==> src/rtl/seg_display_sequencer_if.sv <==
// Signal bundle between the game logic and the seven-segment display sequencer.
// The game side drives status and score; the sequencer drives anodes, segments and frame_start.
interface seg_display_sequencer_if;
   logic        game_active;
   logic        lost;
   logic [15:0] score_bcd;
   logic [3:0]  Anode_Activate;
   logic [6:0]  LED_out;
   logic        frame_start;

   modport master (
      output game_active, lost, score_bcd,
      input  Anode_Activate, LED_out, frame_start
   );

   modport slave (
      input  game_active, lost, score_bcd,
      output Anode_Activate, LED_out, frame_start
   );
endinterface

==> src/rtl/seg_display_sequencer.sv <==
// Four-digit active-low seven-segment controller: score, blinking YOU/LOSE after a loss,
// dashes when idle. Digit scan and message phases are both divided down from clk.
module seg_display_sequencer #(
   parameter int unsigned SCAN_DIV  = 100000,
   parameter int unsigned PHASE_DIV = 50000000
) (
   input  logic                   clk,
   input  logic                   rst_n,
   seg_display_sequencer_if.slave dsp
);

   localparam int unsigned SCAN_W  = $clog2(SCAN_DIV);
   localparam int unsigned PHASE_W = $clog2(PHASE_DIV);

   localparam logic [6:0] G_DASH  = 7'b1111110;
   localparam logic [6:0] G_BLANK = 7'b1111111;
   localparam logic [6:0] G_Y     = 7'b1000100;
   localparam logic [6:0] G_O     = 7'b0000001;
   localparam logic [6:0] G_U     = 7'b1000001;
   localparam logic [6:0] G_L     = 7'b1110001;
   localparam logic [6:0] G_S     = 7'b0100100;
   localparam logic [6:0] G_E     = 7'b0110000;

   typedef enum logic [2:0] {IDLE, PLAY, L_YOU, L_GAP1, L_LOSE, L_GAP2} state_t;

   state_t               state, state_n;
   logic [SCAN_W-1:0]    scan_cnt;
   logic [PHASE_W-1:0]   phase_cnt;
   logic [1:0]           idx;
   logic [15:0]          score_q;
   logic [3:0]           anode_q, anode_n;
   logic [6:0]           led_q, led_n;
   logic                 frame_q;
   logic                 scan_tc, phase_tc, wrap, in_lost;
   logic [3:0]           nib;
   logic [3:0]           lead_zero;

   function automatic logic [6:0] bcd_glyph(input logic [3:0] d);
      case (d)
         4'd0:    bcd_glyph = 7'b0000001;
         4'd1:    bcd_glyph = 7'b1001111;
         4'd2:    bcd_glyph = 7'b0010010;
         4'd3:    bcd_glyph = 7'b0000110;
         4'd4:    bcd_glyph = 7'b1001100;
         4'd5:    bcd_glyph = 7'b0100100;
         4'd6:    bcd_glyph = 7'b0100000;
         4'd7:    bcd_glyph = 7'b0001111;
         4'd8:    bcd_glyph = 7'b0000000;
         4'd9:    bcd_glyph = 7'b0000100;
         default: bcd_glyph = G_DASH;
      endcase
   endfunction

   assign scan_tc  = (scan_cnt == SCAN_W'(SCAN_DIV - 1));
   assign phase_tc = (phase_cnt == PHASE_W'(PHASE_DIV - 1));
   assign wrap     = scan_tc && (idx == 2'd3);
   assign in_lost  = (state == L_YOU) || (state == L_GAP1) ||
                     (state == L_LOSE) || (state == L_GAP2);

   // lead_zero[i]: digit i and everything left of it are zero; rightmost is never blanked.
   assign lead_zero[0] = (score_q[15:12] == 4'd0);
   assign lead_zero[1] = lead_zero[0] && (score_q[11:8] == 4'd0);
   assign lead_zero[2] = lead_zero[1] && (score_q[7:4] == 4'd0);
   assign lead_zero[3] = 1'b0;

   always_comb begin
      state_n = state;
      anode_n = ~(4'b1000 >> idx);
      led_n   = G_BLANK;
      nib     = '0;

      case (state)
         IDLE: begin
            if (dsp.lost)             state_n = L_YOU;
            else if (dsp.game_active) state_n = PLAY;
         end
         PLAY: begin
            if (dsp.lost)              state_n = L_YOU;
            else if (!dsp.game_active) state_n = IDLE;
         end
         default: begin
            if (!dsp.lost) begin
               state_n = dsp.game_active ? PLAY : IDLE;
            end else if (phase_tc) begin
               case (state)
                  L_YOU:   state_n = L_GAP1;
                  L_GAP1:  state_n = L_LOSE;
                  L_LOSE:  state_n = L_GAP2;
                  default: state_n = L_YOU;
               endcase
            end
         end
      endcase

      case (idx)
         2'd0:    nib = score_q[15:12];
         2'd1:    nib = score_q[11:8];
         2'd2:    nib = score_q[7:4];
         default: nib = score_q[3:0];
      endcase

      case (state)
         IDLE: led_n = G_DASH;
         PLAY: led_n = lead_zero[idx] ? G_BLANK : bcd_glyph(nib);
         L_YOU: begin
            case (idx)
               2'd1:    led_n = G_Y;
               2'd2:    led_n = G_O;
               2'd3:    led_n = G_U;
               default: led_n = G_BLANK;
            endcase
         end
         L_LOSE: begin
            case (idx)
               2'd0:    led_n = G_L;
               2'd1:    led_n = G_O;
               2'd2:    led_n = G_S;
               default: led_n = G_E;
            endcase
         end
         default: led_n = G_BLANK;
      endcase
   end

   always_ff @(posedge clk or negedge rst_n) begin
      if (!rst_n) begin
         state     <= IDLE;
         scan_cnt  <= '0;
         phase_cnt <= '0;
         idx       <= '0;
         score_q   <= '0;
         anode_q   <= '1;
         led_q     <= '1;
         frame_q   <= 1'b0;
      end else begin
         state    <= state_n;
         scan_cnt <= scan_tc ? '0 : scan_cnt + SCAN_W'(1);
         if (scan_tc) idx <= idx + 2'd1;
         frame_q  <= wrap;
         // Frame wrap and PLAY entry share one latch so a coincident event loads once.
         if (wrap || (state_n == PLAY && state != PLAY)) score_q <= dsp.score_bcd;
         phase_cnt <= (in_lost && dsp.lost && !phase_tc) ? phase_cnt + PHASE_W'(1) : '0;
         anode_q  <= anode_n;
         led_q    <= led_n;
      end
   end

   assign dsp.Anode_Activate = anode_q;
   assign dsp.LED_out        = led_q;
   assign dsp.frame_start    = frame_q;

endmodule

==> src/flat_wrapper.sv <==
// flat-port wrapper written by rule: the top's interface ports become plain ports
module seg_display_sequencer_flat 
#(
   parameter int unsigned SCAN_DIV  = 100000,
   parameter int unsigned PHASE_DIV = 50000000
)
  (clk, rst_n, dsp_game_active, dsp_lost, dsp_score_bcd, dsp_Anode_Activate, dsp_LED_out, dsp_frame_start);
  seg_display_sequencer_if dsp_i ();
  input  logic clk;
  input  logic rst_n;
  input wire logic [$bits(dsp_i.game_active)-1:0] dsp_game_active;
  input wire logic [$bits(dsp_i.lost)-1:0] dsp_lost;
  input wire logic [$bits(dsp_i.score_bcd)-1:0] dsp_score_bcd;
  output wire logic [$bits(dsp_i.Anode_Activate)-1:0] dsp_Anode_Activate;
  output wire logic [$bits(dsp_i.LED_out)-1:0] dsp_LED_out;
  output wire logic [$bits(dsp_i.frame_start)-1:0] dsp_frame_start;
  assign dsp_i.game_active = dsp_game_active;
  assign dsp_i.lost = dsp_lost;
  assign dsp_i.score_bcd = dsp_score_bcd;
  assign dsp_Anode_Activate = dsp_i.Anode_Activate;
  assign dsp_LED_out = dsp_i.LED_out;
  assign dsp_frame_start = dsp_i.frame_start;
  seg_display_sequencer #(.SCAN_DIV(SCAN_DIV), .PHASE_DIV(PHASE_DIV)) u_core (.clk(clk), .rst_n(rst_n), .dsp(dsp_i));
endmodule
==> config.mk <==
export PLATFORM = sky130hd
export DESIGN_NAME = seg_display_sequencer_flat
export DESIGN_NICKNAME = d
export VERILOG_FILES = /design/src/rtl/seg_display_sequencer_if.sv /design/src/rtl/seg_display_sequencer.sv /design/src/flat_wrapper.sv
export SDC_FILE = /design/constraint.sdc
export NUM_CORES = 1
export LEC_CHECK = 0
export BUFFER_PORTS_ARGS = -buffer_cell sky130_fd_sc_hd__buf_2
export CORE_UTILIZATION = 59
export DETAILED_ROUTE_END_ITERATION = 8
export HOLD_SLACK_MARGIN = 0.02
export PLACE_DENSITY = 0.9
export SYNTH_ARGS = -nofsm -noshare
export SYNTH_HDL_FRONTEND = slang
export SYNTH_SLANG_ARGS = --single-unit
==> constraint.sdc <==
create_clock -name clk -period 2.9 [get_ports clk]
set_clock_uncertainty 0.2 [all_clocks]
set_input_delay 0.58 -clock clk [delete_from_list [all_inputs] [get_ports clk]]
set_output_delay 0.58 -clock clk [all_outputs]
set_load 0.02 [all_outputs]
==> qor.txt, run 1 <==
Net Sw Frac - 24.57%
Clock sink count - 76
Crit Path Max Fanout - 7
Initial DRC Count - 213
Via density - 5.797
Cells after DPL - 453
CP cell instances - inv_1 -> ha_1 -> a222oi_1 -> mux2i_1 -> nor4_1 -> a2111oi_0 -> a21oi_1
Lkg Pwr - 1.929 nW
Die Area - 6757 sq um
N_diodes - 0
CP Data Required Time - 2.98 ns
Sw Pwr - 0.5866 mW
Ports - 32
Global-route wire length before repair - 12.32 mm
Outcome - finished clean
Count of flip-flops with a built-in enable after synthesis - 0
Setup tns final - 0 ns
Layout cells sized above 1 - 21.07%
CTS tree - yes
Post-CTS setup repair buffer count - 0
I/O Buffers - 31
Post-Syn Area per Cell - 10.78 sq um
Largest net degree at the start of global routing - 77
Most numerous cell in the Yosys netlist - dfrtp_1
Count of final setup violators - 0
Worst min-delay path class - in2async
XOR/XNOR share of the synthesized area - 8.770%
CP startpoint - u_core.idx[1]
Pre-antenna DRT Iters - 4
Sequential share of power - 48.6%
# H-tree levels - 3
Asr flop ratio synth - 100.0%
Critical Path Max Stage Delay - 0.56 ns
Antenna viol nets, final - 0
Main area contributors after synthesis - dfrtp_1 43%, dfstp_2 7.6%, xor2_1 5.8%, nor2_1 4.6%, ha_1 4.0%
CTS Buf Count - 9
Fillers - 443
Worst R2R Path Depth - 7
Clk pwr share - 41.1%
Worst setup path end - u_core.dsp.LED_out[6]
Synth Area in Adders - 3.956%
Row count - 28
Cell count after synthesis - 352
Area share of the largest cell type after synthesis - 42.86%
Post-synthesis mux area share - 7.385%
Top achievable clock speed - 370.6 MHz
Die width - 82.20 um
Synth warn - 0
Final min period - 2.698 ns
Placeable Area - 6061 sq um
WL per Instance - 16.23 um
RSZ-0062 raised after global routing - false
Initial antenna violation count - 0
Synth area leader - dfrtp_1
R2R Setup Slk - 0.20 ns
Final worst-path cycle share - 93.05%
DRC - 0
Register area - 1916 sq um
Reg2Reg Launch Point - u_core.idx[1]
Nets - 421
Comb pwr share - 10.3%
Compound-Gate Fraction of Synth Area - 8.342%
Net count after synthesis - 384
Clock Latency Late Sink - 0.36 ns
FF+latch count, synth - 76
DP HPWL - 5.090 mm
Main combinational cell family by area after synthesis - simple AND/OR/NAND/NOR gates
R2R Path End - u_core.dsp.LED_out[6]
Ys flop type - dfrtp_1
Clk slew on worst S/H paths - 0.08 ns
Clock Path Buffers - 2
Worst Setup Start Kind - register
Root buf cell - clkbuf_8
# hold bufs at CTS - 0
Aggregate global routing overflow - 0
Worst Tran Pin Value - 0.7654 ns
Critical Path End Type - register
Peak VDD IR - 0.5056 mV
Post-CTS resize count - 0
Die height - 82.20 um
Crit path arrival time - 2.77 ns
Non-Filler Instances - 469
GRT Total Usage - 24.89%
Max Cap Viol - 0
Vias in the first global route - 2625
Max Slew Vio Count - 0
Endpoints failing hold - 0
Post-Synth Simple-Gate Area - 18.17%
Worst Path Class, Setup - reg2reg
Relative slew slack - 48.97%
Synthesized area - 3795 sq um
Worst path slowest cell - a2111oi_0
P_int - 1.801 mW
Initial Utilization - 62.61%
Synth cell count leaders - 65 x dfrtp_1, 47 x nor2_1, 25 x xor2_1
Routability cong. - 0.8861
Routed WL - 7.610 mm
Synth cell types - 51
Power Dens Cells - 557.3 nW/um^2
Syn-to-layout area delta - 12.89%
Post-synthesis sequential area ratio - 50.48%
DR vias - 2719
Multi-input gate area - 1769 sq um
-- worst min-delay path by stage --
stage / to / start
2_1_floorplan: u_core.dsp.frame_start / rst_n
3_3_place_gp: u_core.scan_cnt[0] / u_core.scan_cnt[0]
3_5_place_dp: u_core.scan_cnt[14] / u_core.scan_cnt[14]
4_1_cts: u_core.phase_cnt[2] / rst_n
5_1_grt: u_core.phase_cnt[2] / rst_n
6_report: u_core.phase_cnt[3] / rst_n
-- cell usage in the layout (no fill, tap or decap), types with 5 or more instances in the layout --
| cell | n |
|---|---|
| dfrtp_1 | 65 |
| nand3_1 | 18 |
| nand4_1 | 10 |
| inv_1 | 15 |
| ha_1 | 12 |
| xnor2_1 | 13 |
| nor2_1 | 47 |
| nand2_1 | 17 |
| nor4_1 | 5 |
| mux2_4 | 10 |
| and4_1 | 6 |
| nor2b_1 | 5 |
| and3_1 | 6 |
| clkbuf_8 | 9 |
| o21ai_0 | 11 |
| mux2_2 | 8 |
| a21oi_1 | 7 |
| xor2_1 | 25 |
| dfstp_2 | 11 |
| buf_2 | 31 |
-- sequential cells by signal, indices dropped and copies added (netlist names) --
| name | cells |
|---|---|
| u_core.dsp.Anode_Activate | 4 |
| u_core.dsp.LED_out | 7 |
| u_core.dsp.frame_start | 1 |
| u_core.idx | 2 |
| u_core.phase_cnt | 26 |
| u_core.scan_cnt | 17 |
| u_core.score_q | 16 |
| u_core.state | 3 |
-- stage by stage --
step                      util [%]  hold slack [ns]  setup slack (ns)  total power, mW  area [sq um]
after floorplan                  -          0.08441            0.5895            1.329          3795
after global placement       66.72           0.2685            0.5069            1.404          4044
after detailed placement     66.72           0.2829            0.3655            1.419          4044
after CTS                    70.69          0.04995            0.2730            2.393          4284
after global routing         70.69          0.07030            0.1260            2.470          4284
final                        70.69          0.02943            0.2016            2.387          4284
-- layout make-up --
type                            instances  area share (%)
Inverter                               16           1.402
Tap cell                               75           2.190
Clock buffer                           10           2.979
Clock inverter                          6           2.629
Sequential cell                        76           44.71
Multi-Input combinational cell        250           41.30
Timing Repair Buffer                   36           4.790
-- per-layer routing --
metal / global-route usage, % / vias up / routed length, um
met5: 0 / - / 0
met3: 7.582 / 11 / 448
li1: - / 1306 / -
met1: 31.50 / 1311 / 3373
met2: 39.50 / 91 / 3660
met4: 10.53 / 0 / 127
-- cells by family (layout without fill, tap and decap cells) --
group           after synthesis  in the layout
compound gates               43             43
xor+xnor                     38             38
fa+ha+maj                    12             12
buf+inv                      26             68
flops                        76             76
mux                          22             22
simple gates                135            135
-- critical path: cells and delay by family (launching register included) --
family                   cells  cell delay [ns]
multiplexers                 1             0.45
AO/OA/AOI/OAI                3             0.92
adder cells (fa/ha/maj)      1             0.33
buffers and inverters        1             0.16
AND/OR/NAND/NOR              1             0.10
flip-flops                   1             0.45
-- power groups by stage --
stage | Clock (mW) | Sequential [mW] | Combinational (mW)
5_1_grt | 1.03 | 1.16 | 0.272
3_5_place_dp | 0 | 1.18 | 0.241
6_report | 0.981 | 1.16 | 0.245
4_1_cts | 0.990 | 1.16 | 0.246
2_1_floorplan | 0 | 1.17 | 0.162
3_3_place_gp | 0 | 1.17 | 0.229
No activity file was read; power rests on OpenSTA's default activity.
==> inputs of run 2 (changes only) <==
--- a/config.mk
+++ b/config.mk
@@ -10,6 +10,7 @@
 export DETAILED_ROUTE_END_ITERATION = 8
 export HOLD_SLACK_MARGIN = 0.02
 export PLACE_DENSITY = 0.9
+export RECOVER_POWER = 100
 export SYNTH_ARGS = -nofsm -noshare
 export SYNTH_HDL_FRONTEND = slang
 export SYNTH_SLANG_ARGS = --single-unit
==> qor.txt, run 2 (synthesis results as in run 1) <==
Outcome - finished, violations left (was finished clean)
Failing checks - max-capacitance violations, max-slew violations
Initial antenna violation count - 0 (unchanged)
Vias in the first global route - 2625 (unchanged)
Clock Latency Late Sink - 0.36 ns (about the same)
Fillers - 464 (was 443)
Routability cong. - 0.8861 (unchanged)
Sw Pwr - 0.5799 mW (was 0.5866 mW)
Aggregate global routing overflow - 0 (unchanged)
CP Data Required Time - 2.97 ns (was 2.98 ns)
Largest net degree at the start of global routing - 77 (unchanged)
Critical Path Max Stage Delay - 0.57 ns (was 0.56 ns)
Reg2Reg Launch Point - u_core.idx[1] (unchanged)
Worst Path Class, Setup - reg2reg (unchanged)
Most common cell after layout, fill and taps aside - dfrtp_1 (unchanged)
Comb pwr share - 9.3% (was 10.3%)
P_int - 1.777 mW (was 1.801 mW)
Peak VDD IR - 0.5182 mV (was 0.5056 mV)
Endpoints failing hold - 0 (unchanged)
Net Sw Frac - 24.61% (was 24.57%)
# hold bufs at CTS - 0 (unchanged)
DR vias - 2699 (was 2719)
Clock Path Buffers - 2 (unchanged)
Lkg Pwr - 1.858 nW (was 1.929 nW)
Biggest register - u_core.phase_cnt (unchanged)
Total power - 2.357 mW (was 2.387 mW)
Placeable Area - 6061 sq um (unchanged)
Final Core Density - 69.41% (was 70.69%)
Clk slew on worst S/H paths - 0.09 ns (was 0.08 ns)
Post-CTS setup repair buffer count - 0 (unchanged)
I/O Buffers - 31 (unchanged)
Setup tns final - 0 ns (unchanged)
DP HPWL - 5.090 mm (unchanged)
Pre-antenna DRT Iters - 5 (was 4)
Nets - 421 (unchanged)
Final WS setup - 0.2108 ns (was 0.2016 ns)
Hold wc startpoint - dsp_score_bcd[13]
GRT Total Usage - 24.89% (unchanged)
N_diodes - 0 (unchanged)
Max reg flops - 26 (unchanged)
CP cell instances - inv_1 -> ha_1 -> a222oi_1 -> mux2i_1 -> nor4_1 -> a2111oi_0 -> a21oi_1 (unchanged)
Relative slew slack - -19.32% (was 48.97%)
Row count - 28 (unchanged)
Antenna viol nets, final - 0 (unchanged)
Worst Setup Start Kind - register (unchanged)
Initial DRC Count - 195 (was 213)
Dpl ws - 0.3655 ns (unchanged)
Largest regs - u_core.phase_cnt x26, u_core.scan_cnt x17, u_core.score_q x16 (unchanged)
Layout cells sized above 1 - 15.48% (was 21.07%)
Syn-to-layout area delta - 10.85% (was 12.89%)
Ports - 32 (unchanged)
WL per Instance - 16.06 um (was 16.23 um)
Worst Tran Pin Value - 1.790 ns (was 0.7654 ns)
Die width - 82.20 um (unchanged)
Non-Filler Instances - 469 (unchanged)
Sequential share of power - 49.2% (was 48.6%)
Top achievable clock speed - 371.9 MHz (was 370.6 MHz)
Crit Path Max Fanout - 7 (unchanged)
DRC - 0 (unchanged)
Max Slew Vio Count - 77 (was 0)
Max Cap Viol - 1 (was 0)
Die height - 82.20 um (unchanged)
Final worst-path cycle share - 92.73% (was 93.05%)
Placed Area - 4044 sq um (unchanged)
R2R Path End - u_core.dsp.LED_out[6] (unchanged)
Hold EP - u_core.score_q[13]
Final min period - 2.689 ns (was 2.698 ns)
Clk pwr share - 41.5% (was 41.1%)
Post-CTS resize count - 0 (unchanged)
Initial Utilization - 62.61% (unchanged)
RSZ-0062 raised after global routing - false (unchanged)
Cells after DPL - 453 (unchanged)
Count of final setup violators - 0 (unchanged)
CTS tree - yes (unchanged)
Root buf cell - clkbuf_8 (unchanged)
Critical Path End Type - register (unchanged)
Design Area, Final - 4207 sq um (was 4284 sq um)
CTS Buf Count - 9 (unchanged)
Hold slack - 0.2294 ns (was 0.02943 ns)
Most frequent cells in the layout - 65 x dfrtp_1, 47 x nor2_1, 25 x xor2_1 (was 65 x dfrtp_1, 47 x nor2_1, 31 x buf_2)
# H-tree levels - 3 (unchanged)
Via density - 5.755 (was 5.797)
Crit path arrival time - 2.76 ns (was 2.77 ns)
R2R Setup Slk - 0.21 ns (was 0.20 ns)
WHS Path Cells - 2
Routed WL - 7.533 mm (was 7.610 mm)
Die Area - 6757 sq um (unchanged)
Power Dens Cells - 560.3 nW/um^2 (was 557.3 nW/um^2)
Worst R2R Path Depth - 7 (unchanged)
Worst path slowest cell - a2111oi_0 (unchanged)
Worst min-delay path class - in2reg (was in2async)
Clock sink count - 76 (unchanged)
Global-route wire length before repair - 12.32 mm (unchanged)
[run 2: how the worst max path moves through the flow]
stage | from | end | slack (ns) | cells past startpoint
after floorplan | u_core.scan_cnt[12] | u_core.score_q[10] | 0.59 | 7
after global placement | u_core.idx[1] | u_core.dsp.LED_out[6] | 0.51 | 6
after detailed placement | u_core.idx[1] | u_core.dsp.LED_out[6] | 0.37 | 7
after CTS | u_core.idx[1] | u_core.dsp.LED_out[6] | 0.27 | 7
after global routing | u_core.idx[1] | u_core.dsp.LED_out[6] | 0.13 | 7
final | u_core.idx[1] | u_core.dsp.LED_out[6] | 0.21 | 7
[run 2: power by group through the flow]
| stage | Combinational (mW) | Clock [mW] | Sequential [mW] |
|---|---|---|---|
| 6_report | 0.220 | 0.977 | 1.16 |
| 5_1_grt | 0.246 | 1.03 | 1.16 |
| 3_5_place_dp | 0.241 | 0 | 1.18 |
| 2_1_floorplan | 0.162 | 0 | 1.17 |
| 3_3_place_gp | 0.229 | 0 | 1.17 |
| 4_1_cts | 0.246 | 0.990 | 1.16 |
[run 2: metal layers]
metal | up-vias | share of wire [%] | track usage (%)
met5 | - | 0 | 0
met2 | 69 | 48 | 39.50
li1 | 1313 | - | -
met1 | 1304 | 45 | 31.50
met4 | 0 | 1.7 | 10.53
met3 | 13 | 5.5 | 7.582
[run 2: layout make-up]
cell class	count	area [sq um]	share of cell area, %
tap	75	93.84	2.231
clock inverter	6	112.6	2.677
inverter	16	60.06	1.428
clock buffer	10	127.6	3.034
timing repair buffer	36	172.7	4.105
sequential	76	1916	45.54
multi-input combinational	250	1724	40.99
[run 2: worst max-delay path: cells and delay by family, from the launching register on]
family | cells | cell delay (ns)
adders and majority gates | 1 | 0.32
DFF | 1 | 0.45
buffers and inverters | 1 | 0.16
and+or+nand+nor | 1 | 0.10
AOI/OAI and AO/OA | 3 | 0.92
muxes | 1 | 0.45
==> inputs of run 3 (changes only) <==
--- a/config.mk
+++ b/config.mk
@@ -6,10 +6,11 @@
 export NUM_CORES = 1
 export LEC_CHECK = 0
 export BUFFER_PORTS_ARGS = -buffer_cell sky130_fd_sc_hd__buf_2
-export CORE_UTILIZATION = 59
+export CORE_UTILIZATION = 60
+export CTS_BUF_LIST = sky130_fd_sc_hd__clkbuf_4
 export DETAILED_ROUTE_END_ITERATION = 8
 export HOLD_SLACK_MARGIN = 0.02
-export PLACE_DENSITY = 0.9
+export PLACE_DENSITY = 0.91
 export RECOVER_POWER = 100
 export SYNTH_ARGS = -nofsm -noshare
 export SYNTH_HDL_FRONTEND = slang
==> qor.txt, run 3 (synthesis results as in run 1) <==
Largest net degree at the start of global routing - 44 (was 77)
Clock Latency Late Sink - 0.42 ns (was 0.36 ns)
CTS tree - yes (unchanged)
Via density - 5.908 (was 5.755)
Die width - 81.53 um (was 82.20 um)
Grt met1 use - 31.88% (was 31.50%)
Worst Tran Pin Value - 1.764 ns (was 1.790 ns)
Worst Path Class, Setup - reg2reg (unchanged)
Endpoints failing hold - 0 (unchanged)
Final worst-path cycle share - 95.56% (was 92.73%)
Critical Path Max Stage Delay - 0.64 ns (was 0.57 ns)
Aggregate global routing overflow - 0 (unchanged)
Routed WL - 7.627 mm (was 7.533 mm)
Count of final setup violators - 0 (unchanged)
Max reg flops - 26 (unchanged)
I/O Buffers - 31 (unchanged)
Die Area - 6647 sq um (was 6757 sq um)
Outcome - finished, violations left (unchanged)
N_diodes - 0 (unchanged)
Most frequent cells in the layout - 65 x dfrtp_1, 47 x nor2_1, 25 x xor2_1 (unchanged)
Critical Path End Type - register (unchanged)
GRT Total Usage - 24.83% (was 24.89%)
Initial Utilization - 62.98% (was 62.61%)
Routability cong. - 0.8900 (was 0.8861)
CP cell instances - inv_1 -> ha_1 -> a222oi_1 -> mux2i_1 -> nor4_1 -> a2111oi_0 -> a21oi_1 (unchanged)
Global-route wire length before repair - 12.32 mm (unchanged)
Relative slew slack - -17.57% (was -19.32%)
Antenna viol nets, final - 0 (unchanged)
Peak VDD IR - 0.4330 mV (was 0.5182 mV)
Clock sink count - 76 (unchanged)
DRC - 0 (unchanged)
Most common cell after layout, fill and taps aside - dfrtp_1 (unchanged)
Final min period - 2.771 ns (was 2.689 ns)
Initial DRC Count - 158 (was 195)
Ports - 32 (unchanged)
Root buf cell - clkbuf_4 (was clkbuf_8)
Worst min-delay path class - in2reg (unchanged)
Nets - 421 (unchanged)
WHS Path Cells - 2 (unchanged)
Layout cells sized above 1 - 14.97% (was 15.48%)
DR vias - 2771 (was 2699)
Worst Setup Start Kind - register (unchanged)
Vias in the first global route - 2627 (was 2625)
Syn-to-layout area delta - 9.232% (was 10.85%)
Lkg Pwr - 1.820 nW (was 1.858 nW)
# H-tree levels - 3 (unchanged)
Fillers - 445 (was 464)
Total power - 2.181 mW (was 2.357 mW)
Initial antenna violation count - 0 (unchanged)
Worst path slowest cell - a2111oi_0 (unchanged)
Crit path arrival time - 2.90 ns (was 2.76 ns)
Top achievable clock speed - 360.9 MHz (was 371.9 MHz)
Power Dens Cells - 526.1 nW/um^2 (was 560.3 nW/um^2)
Max Slew Vio Count - 35 (was 77)
Largest regs - u_core.phase_cnt x26, u_core.scan_cnt x17, u_core.score_q x16 (unchanged)
Worst R2R Path Depth - 7 (unchanged)
CP Data Required Time - 3.03 ns (was 2.97 ns)
WL per Instance - 16.26 um (was 16.06 um)
Clock Path Buffers - 2 (unchanged)
Clk slew on worst S/H paths - 0.13 ns (was 0.09 ns)
Hold slack - 0.1663 ns (was 0.2294 ns)
Biggest register - u_core.phase_cnt (unchanged)
Setup tns final - 0 ns (unchanged)
Pre-antenna DRT Iters - 5 (unchanged)
Failing checks - max-capacitance violations, max-slew violations (unchanged)
Crit Path Max Fanout - 6 (was 7)
Met3 Track Usage GR - 7.667% (was 7.582%)
DP HPWL - 5.253 mm (was 5.090 mm)
RSZ-0062 raised after global routing - false (unchanged)
Max Cap Viol - 1 (unchanged)
CTS Buf Count - 9 (unchanged)
M2 GR Usage - 38.75% (was 39.50%)
Layer carrying the most global-route usage - met2 (unchanged)
Placeable Area - 6026 sq um (was 6061 sq um)
Row count - 28 (unchanged)
Die height - 81.53 um (was 82.20 um)
[run 3: cell types whose count changed in the layout (fill, tap and decap cells not counted), sizes merged]
cell | before | now
clkbuf | 24 | 25
buf | 22 | 21
[run 3: final timing paths]
check / start / end / slack, ns
max in group asynchronous: rst_n / u_core.scan_cnt[13] / 0.57
min in group asynchronous: rst_n / u_core.score_q[8] / 0.41
hold / removal: dsp_score_bcd[7] / u_core.score_q[7] / 0.17
setup / recovery: u_core.idx[0] / u_core.dsp.LED_out[6] / 0.13
hold reg to reg: u_core.scan_cnt[14] / u_core.scan_cnt[14] / 0.31
setup reg to reg: u_core.idx[0] / u_core.dsp.LED_out[6] / 0.13
[run 3: power breakdown]
group          leakage [nW]  internal, mW  total (mW)  switching [mW]
Clock                0.0955         0.440       0.802           0.362
Combinational         0.756        0.0875       0.219           0.131
Sequential            0.969          1.11        1.16          0.0457
[run 3: worst max-delay path, delay by kind of cell, from the launching register on]
family | cells | cell delay (ns)
AOI/OAI and AO/OA | 3 | 0.92
DFF | 1 | 0.46
muxes | 1 | 0.44
adders and majority gates | 1 | 0.31
buffers and inverters | 1 | 0.20
and+or+nand+nor | 1 | 0.16
[run 3: per-layer routing]
layer | share of wire [%] | up-vias | wire length (um)
met4 | 2.9 | 0 | 219
li1 | - | 1310 | -
met2 | 47 | 99 | 3567
met3 | 5.9 | 25 | 453
met1 | 44 | 1337 | 3386
met5 | 0 | - | 0
[run 3: cell type report]
class / count / area [sq um] / area share [%]
Sequential cell: 76 / 1916 / 46.21
Clock inverter: 6 / 102.6 / 2.475
Tap cell: 75 / 93.84 / 2.264
Multi-Input combinational cell: 250 / 1724 / 41.59
Inverter: 16 / 60.06 / 1.449
Clock buffer: 10 / 75.07 / 1.811
Timing Repair Buffer: 36 / 173.9 / 4.196
[run 3: repair_timing]
item,4_1_cts,5_1_grt
hold buffers,0,0
gates resized for setup,0,1
setup buffers,0,0
endpoints found under the setup margin,0,2
[run 3: metrics by stage]
stage	area (sq um)	std cells	setup slack [ns]	util, %
after detailed placement	4044	453	0.3931	67.11
after global routing	4145	469	0.03318	68.79
final	4145	469	0.1288	68.79
after CTS	4222	469	0.1527	70.06
after floorplan	3795	352	0.5895	-
after global placement	4044	453	0.5192	67.11
